==> src/rtl/b8_ifu_pkg.sv <==
// b8_ifu_pkg: shared types and constants for the IFU issue queue.
package b8_ifu_pkg;
    typedef logic [1:0] pid_t;
    typedef struct packed {
        logic [31:0] inst;
        logic [31:0] addr;
    } issue_entry_t;
    localparam int ISSUE_DEPTH = 4;
    localparam int MAX_INFLIGHT = 4;
endpackage

==> src/rtl/ifu_issue_queue_sync_fifo.sv <==
// SyncFifo: parameterised synchronous FIFO with extra-bit pointers and a clear port.
module SyncFifo #(
    parameter int WIDTH = 64,
    parameter int DEPTH = 4
) (
    input  logic             clk,
    input  logic             rst_n,
    input  logic             push,
    input  logic             pop,
    input  logic             clear,
    input  logic [WIDTH-1:0] wdata,
    output logic [WIDTH-1:0] rdata,
    output logic             full,
    output logic             empty
);
    localparam int AW = $clog2(DEPTH);
    logic [WIDTH-1:0] mem [DEPTH];
    logic [AW:0] wptr, rptr;
    logic do_push, do_pop;
    assign do_push = push && !full;
    assign do_pop = pop && !empty;
    assign full = (wptr[AW] != rptr[AW]) && (wptr[AW-1:0] == rptr[AW-1:0]);
    assign empty = wptr == rptr;
    assign rdata = mem[rptr[AW-1:0]];
    always_ff @(posedge clk or negedge rst_n) begin
        if (!rst_n) begin
            wptr <= '0;
            rptr <= '0;
            for (int i = 0; i < DEPTH; i++) mem[i] <= '0;
        end else if (clear) begin
            rptr <= wptr;
        end else begin
            if (do_push) begin
                mem[wptr[AW-1:0]] <= wdata;
                wptr <= wptr + 1'b1;
            end
            if (do_pop) rptr <= rptr + 1'b1;
        end
    end
endmodule

==> src/rtl/ifu_issue_queue.sv <==
// ifu_issue_queue: buffers fetched words, issues them to the way0 decoder with rotating pIDs
// and tracks in-flight pIDs until in-order retirement.
module ifu_issue_queue
    import b8_ifu_pkg::*;
#(
    parameter int DEPTH = ISSUE_DEPTH,
    parameter int MAX_INFLIGHT = b8_ifu_pkg::MAX_INFLIGHT
) (
    input  logic        clk,
    input  logic        rst_n,
    input  logic        fetchValid_i,
    input  logic [31:0] fetchInst_i,
    input  logic [31:0] fetchAddr_i,
    output logic        fetchReady_o,
    input  logic        flush_i,
    output logic        valid_o,
    output logic [31:0] inst_o,
    output logic [31:0] instAddr_o,
    output logic [1:0]  way0_pID_o,
    input  logic        ready_i,
    input  logic        retireValid_i,
    input  logic [1:0]  retirePid_i,
    output logic [2:0]  inflight_o,
    output logic        retireErr_o
);
    issue_entry_t head, wentry;
    logic full, empty, push, issue, retire_ok, retire_bad;
    logic [2:0] inflight;
    pid_t next_pid, oldest_pid;
    assign wentry = '{inst: fetchInst_i, addr: fetchAddr_i};
    assign fetchReady_o = !full;
    assign valid_o = !empty && (inflight < 3'(MAX_INFLIGHT));
    assign push = fetchValid_i && fetchReady_o;
    assign issue = valid_o && ready_i;
    assign retire_ok = retireValid_i && (inflight != 3'd0);
    assign retire_bad = retireValid_i && ((inflight == 3'd0) || (retirePid_i != oldest_pid));
    assign inst_o = head.inst;
    assign instAddr_o = head.addr;
    assign way0_pID_o = next_pid;
    assign inflight_o = inflight;
    SyncFifo #(.WIDTH($bits(issue_entry_t)), .DEPTH(DEPTH)) u_fifo (
        .clk   (clk),
        .rst_n (rst_n),
        .push  (push),
        .pop   (issue),
        .clear (flush_i),
        .wdata (wentry),
        .rdata (head),
        .full  (full),
        .empty (empty)
    );
    // A mismatched retire still advances the oldest pointer so tracking stays in step.
    always_ff @(posedge clk or negedge rst_n) begin
        if (!rst_n) begin
            inflight <= '0;
            next_pid <= '0;
            oldest_pid <= '0;
            retireErr_o <= 1'b0;
        end else if (flush_i) begin
            inflight <= '0;
            oldest_pid <= next_pid;
        end else begin
            inflight <= inflight + 3'(issue) - 3'(retire_ok);
            next_pid <= next_pid + pid_t'(issue);
            oldest_pid <= oldest_pid + pid_t'(retire_ok);
            retireErr_o <= retireErr_o | retire_bad;
        end
    end
endmodule

==> config.mk <==
export PLATFORM = sky130hd
export DESIGN_NAME = ifu_issue_queue
export DESIGN_NICKNAME = d
export VERILOG_FILES = /design/src/rtl/b8_ifu_pkg.sv /design/src/rtl/ifu_issue_queue_sync_fifo.sv /design/src/rtl/ifu_issue_queue.sv
export SDC_FILE = /design/constraint.sdc
export NUM_CORES = 1
export LEC_CHECK = 0
export BUFFER_PORTS_ARGS = -buffer_cell sky130_fd_sc_hd__buf_2
export CAP_MARGIN = 15
export CORE_ASPECT_RATIO = 1.25
export CORE_MARGIN = 5
export CORE_UTILIZATION = 50
export DETAILED_ROUTE_END_ITERATION = 10
export PLACE_DENSITY = 0.7
export SYNTH_ARGS = -nofsm -noshare
export SYNTH_HDL_FRONTEND = slang
export SYNTH_SLANG_ARGS = --single-unit
==> constraint.sdc <==
create_clock -name clk -period 5.7 [get_ports clk]
set_input_delay 0.57 -clock clk [delete_from_list [all_inputs] [get_ports clk]]
set_output_delay 0.57 -clock clk [all_outputs]
set_load 0.05 [all_outputs]
== Word-level counts from Yosys, hierarchy flattened ==
Cells that the tools add are included.
Operators by class
  add/sub/neg operators: 6
  $mul: 0
  div/mod/pow operators: 0
  magnitude comparators: 4
  eq/ne operators: 4
  shift operators: 0
  multiplexer cells: 10
  bitwise gates (word level): 4
  reduce and logical (&&, ||, !) cells: 16
Operator list (number)
  bitwise mux 256 bit: 1
  two-way mux 64 bit: 3
  binary-select mux 64 bit (select 2 bit): 1
  demux 64 bit (select 2 bit): 1
  logical AND 1 bit: 9
  two-way mux 3 bit: 3
  adder 3 x 1 -> 3 bit, second input constant: 2
  >= comparator 3 bit, second input constant: 2
  inverter 2 -> 3 bit: 2
  adder 2 x 1 -> 2 bit: 2
  adder 3 x 1 -> 3 bit: 1
  equality test 3 bit: 1
  logical NOT 3 bit: 1
  less-than comparator 3 x 1 -> 1 bit, second input constant: 1
  less-than comparator 3 bit, second input constant: 1
  nonzero test 3 bit: 1
  subtractor 3 x 1 -> 3 bit: 1
  equality test 2 bit: 1
  logical NOT 1 bit: 2
  two-way mux 2 bit: 1
  != test 2 bit: 1
  AND reduction 2 bit: 1
  nonzero test 2 bit: 1
  logical OR 1 bit: 1
  other kinds (3): 3
Storage, ports and cells
  flip-flop bits (word level): 270
  bits in latches: 0
  RAM bits: 0
  memory bits (read-only): 0
  output and inout port bits: 72
  logic and storage cells: 54
  memories kept: 0

== Depth between registers and ports, before layout ==
  word-level depth: 7
  depth in mapped cells: 12
  gate-level depth less buffers: 11

== Cells and area by module ==
From an unflattened synthesis, not the netlist that was laid out.
Unflattened totals
  cells, all modules: 710
  area, all modules: 12110.4 um^2
By module, submodules not included
  SyncFifo: instances 1, cells each 668, area each 11654.9 um^2, sequential area each 6556.3 um^2
  ifu_issue_queue: instances 1, cells each 42, area each 455.4 um^2, sequential area each 200.2 um^2

== Least setup slack after synthesis ==
Ideal clock, no wire load.
  kind: register to register
  start: register u_fifo.wptr[2]
  end: register inflight[2] (netlist: inflight_o[2])
  library setup time: 86 ps
  arrival time: 2483 ps
  data required time: 5614 ps
  slack: 3130 ps
  cell stages (with the launch flop): 13
  path buffers: 1
  cell sequence: dfrtp_1 -> clkbuf_2 -> xnor2_2 -> a31oi_1 -> inv_1 -> ha_1 -> inv_1 -> ha_1 -> inv_1 -> fa_1 -> xor2_1 -> and2_1 -> nor3_1
On the way
  word-level cells in the longest chain between the ends: 7
Ends and longest elaborated chain
  start: declaration: line ifu_issue_queue_sync_fifo.sv:18  | logic [AW:0] wptr, rptr;
  start signal: assignment: line ifu_issue_queue_sync_fifo.sv:35  | wptr <= wptr + 1'b1;
  equality test 3 bit: line ifu_issue_queue_sync_fifo.sv:23  | assign empty = wptr == rptr;
  logical NOT 1 bit: line ifu_issue_queue.sv:32  | assign valid_o = !empty && (inflight < 3'(MAX_INFLIGHT));
  logical AND 1 bit: line ifu_issue_queue.sv:32
  logical AND 1 bit: line ifu_issue_queue.sv:34  | assign issue = valid_o && ready_i;
  adder 3 x 1 -> 3 bit: line ifu_issue_queue.sv:63  | inflight <= inflight + 3'(issue) - 3'(retire_ok);
  subtractor 3 x 1 -> 3 bit: line ifu_issue_queue.sv:63
  two-way mux 3 bit: line ifu_issue_queue.sv:59  | end else if (flush_i) begin
  end signal: assignment: line ifu_issue_queue.sv:63
  end: declaration: line ifu_issue_queue.sv:28  | logic [2:0] inflight;
Every way passes these cells.
A chain may end at the register's enable or synchronous reset.

== Worst setup path after layout ==
  start: register u_fifo.rptr[0]
  end: output inst_o[16]
On the way
  word-level cells in the longest chain between the ends: 4
Ends and longest elaborated chain
  start: declaration: line ifu_issue_queue_sync_fifo.sv:18
  start signal: assignment: line ifu_issue_queue_sync_fifo.sv:31  | rptr <= wptr;
  start signal: assignment: line ifu_issue_queue_sync_fifo.sv:37  | if (do_pop) rptr <= rptr + 1'b1;
  inverter 2 -> 3 bit (implied by the code): line ifu_issue_queue_sync_fifo.sv:24  | assign rdata = mem[rptr[AW-1:0]];
  binary-select mux 64 bit (select 2 bit): line ifu_issue_queue_sync_fifo.sv:24
  two-way mux 64 bit (implied by the code) (2 in series): line ifu_issue_queue_sync_fifo.sv:24
  end: declaration: line ifu_issue_queue.sv:17  | output logic [31:0] inst_o,
Every way passes these cells. The select of a mux whose other input is x is not followed.

==> results.md <==
- CTS tree: built
- Worst-path cell with the longest stage delay: dfrtp_4
- Gr ovfl total: 0
- Post-synth top area share: a little under three fifths
- Initial antenna violation count: 3
- # DRC: 0
- CP cell instances: buf_4 > mux4_2 > buf_2
- Max-slew violations: 0
- Yosys reg bits: 270
- Setup WS pre-CTS: approximately 2.2 ns
- Worst Path Buf+Inv: 2
- Placed cell count: around 1,100
- Setup Buffers After CTS: 0
- Worst slew margin: a little under 20%
- Final setup vio count: 0
- Minimum clock period: 3.68 ns
- Multi-input logic area: around 0.0050 mm2
- Finished Core Util: 58.4%
- I/O pins: roughly 140
- Core ar.: between 0.02 and 0.025 mm2
- Initial Util: between 50 and 60%
- Startpoint types: register
- Post-Synthesis Net Count: 788
- WL per Instance: 21.6 um
- Fill cells: 1,886
- Synthesized area: 0.0121 mm2
- Maximum fanout along the worst path: 37
- Synthesis-to-layout area growth: 15.1%
- First-pass GRT wire length: 42,500 um
- Resize count post-CTS: 0
- Final Non-Filler Cells: about 1,200
- Ys Warns: 0
- Clock root buffer: clkbuf_16
- Max Freq: approximately 270 MHz
- Crit path kind: reg -> out
- Async set-reset flop share out of synthesis: 100%
- Family with the most delay on the worst path: buffers and inverters
- CP arrival: ~3.1 ns
- Die ar.: between 0.02 and 0.03 mm2
- Max Buffers Root-to-Sink: 3
- Post-synth cell types: 40
- TritonRoute pass-1 iters: 4
- Worst clock skew: 0.0130 ns
- Row cnt: 63
- Largest cells by area after synthesis: dfrtp_1 (56%), mux2_2 (16%), mux4_2 (12%), mux2_1 (8.4%), buf_6 (2.1%)
- Final HPWL DP: 16,300 um
- DRT Wirelength: ~26,000 um
- Dominant cell type by area after synthesis: dfrtp_1
- Slew at the pin closest to its max-slew limit: 1.20 ns
- Largest net degree at the start of global routing: between 150 and 200
- Clock Latency Late Sink: roughly 0.52 ns
- Synth cell count leaders: dfrtp_1 (270), mux2_2 (167), mux2_1 (90)
- Final worst slack: roughly 2.0 ns
- Synthesized area per cell: 17.1 um2
- Hold-fix buffers, CTS: 0
- Initial DRC count: 302
- Vias/cell: 5.57
- GPL Wtd Cong: about 0.79
- Clk slew on worst S/H paths: 0.06 ns
- EDFF count, synth: 0
- H-tree lvl count: 1
- Ys flop type: dfrtp_1
- CP endpoint kind: output port
- Worst EP required: between 5 and 6 ns
- GRT Util Overall: 19.5%
- Fin crit share: 64.6%
- Fin. Hold Viols: 0
- CTS buffer count: 27
- HP Class: in -> async
- RSZ-0062 raised after global routing: false
- Status: completed
- Die Y: 184 um
- Crit-path max cell delay: between 0.9 and 1 ns
- Buffers on Ports: between 100 and 150
- Die span in x: 149 um
- Number of global-route vias before repair: 7,812
- Seq/Total Area, Yosys: 55.9%
- Cells after synthesis: between 700 and 800
- TNS Setup: 0 ns
- Layout cell share with drive strength beyond 1: between 50 and 60%
- Nets: slightly above 900
- Seq. cell area: 0.00676 mm2
- Num Clock Sinks: 270
- Max-cap violations: 0
- Routed via count: around 6,600
- Top-count cell post-synth: dfrtp_1
- DRT antenna net count: 0
==> cell type report <==
class / count / share of cell area [%]
flip-flops and latches: 270 / 48.6
diodes: 2 / 0.0360
clock buffers: 42 / 6.13
well taps: 325 / 2.92
repair buffers: 154 / 5.90
multi-input cells: 383 / 35.7
clock inverters: 7 / 0.477
inverters: 9 / 0.243
==> worst reg2reg max path: stages (launching register included) <==
cell and delay (ns):
dfrtp_4 0.44, buf_4 0.82, xnor2_1 0.26, a31oi_1 0.43, inv_1 0.09, ha_1 0.30
inv_1 0.06, ha_1 0.13, inv_1 0.04, fa_1 0.38, xor2_1 0.17, and2_1 0.17
nor3_1 0.12
==> layout by cell type (no fill, tap or decap), types with 2 or more instances in the layout <==
cell,count
nor2_1,3
mux2_1,90
inv_1,9
buf_2,142
mux2_2,167
clkinv_2,4
xor2_1,2
dfrtp_4,2
mux2i_1,3
mux4_2,64
xnor2_1,8
dfrtp_1,268
nor2b_1,3
clkbuf_1,3
o311ai_4,4
xor2_4,2
diode_2,2
buf_4,10
nand2_1,5
clkbuf_16,27
o31a_1,2
o21ai_0,4
ha_1,9
clkbuf_8,12
==> flip-flops by register name, indices dropped and copies added (netlist names) <==
signal,count
oldest_pid,2
way0_pID_o,2
u_fifo.rptr,3
inflight_o,3
retireErr_o,1
u_fifo.mem,256
u_fifo.wptr,3
==> kinds of logic after synthesis <==
kind of cell / after synthesis / synth area share, %
flops: 270 / 55.9
mux: 324 / 36.1
simple gates: 18 / 0.777
compound gates: 18 / 1.58
buf+inv: 53 / 3.20
xor+xnor: 13 / 1.31
fa+ha+maj: 10 / 1.10
==> layer usage <==
metal | GRT usage, % | share of wire [%]
met5 | 0 | 0.051
met4 | 6.01 | 2.5
met3 | 4.17 | 5.2
met2 | 34.7 | 53
met1 | 23.8 | 40
==> metrics by stage <==
| stage | cell area (um2) | hold WS, ns |
|---|---|---|
| after CTS | 13900 | 0.131 |
| after floorplan | 12100 | 0.274 |
| after detailed placement | 13000 | 0.480 |
| final | 13900 | 0.0956 |
| after global placement | 13000 | 0.468 |
| after global routing | 13900 | 0.160 |
==> path summary, 6_finish.rpt <==
kind / startpoint / to / slack (ns) / cells after the start
setup reg to reg: u_fifo.rptr[1] / inflight_o[2] / 2.21 / 12
hold / removal: rst_n / u_fifo.mem[166] / 0.1 / 1
setup / recovery: u_fifo.rptr[0] / inst_o[16] / 2.02 / 3
hold reg to reg: u_fifo.mem[54] / u_fifo.mem[54] / 0.49 / 1
max in group asynchronous: rst_n / u_fifo.mem[66] / 4.26 / 2
min in group clk: fetchInst_i[18] / u_fifo.mem[178] / 0.29 / 2
Power is not shown: default switching activity piles up to over one toggle a cycle in this logic, so the estimate is an artifact.
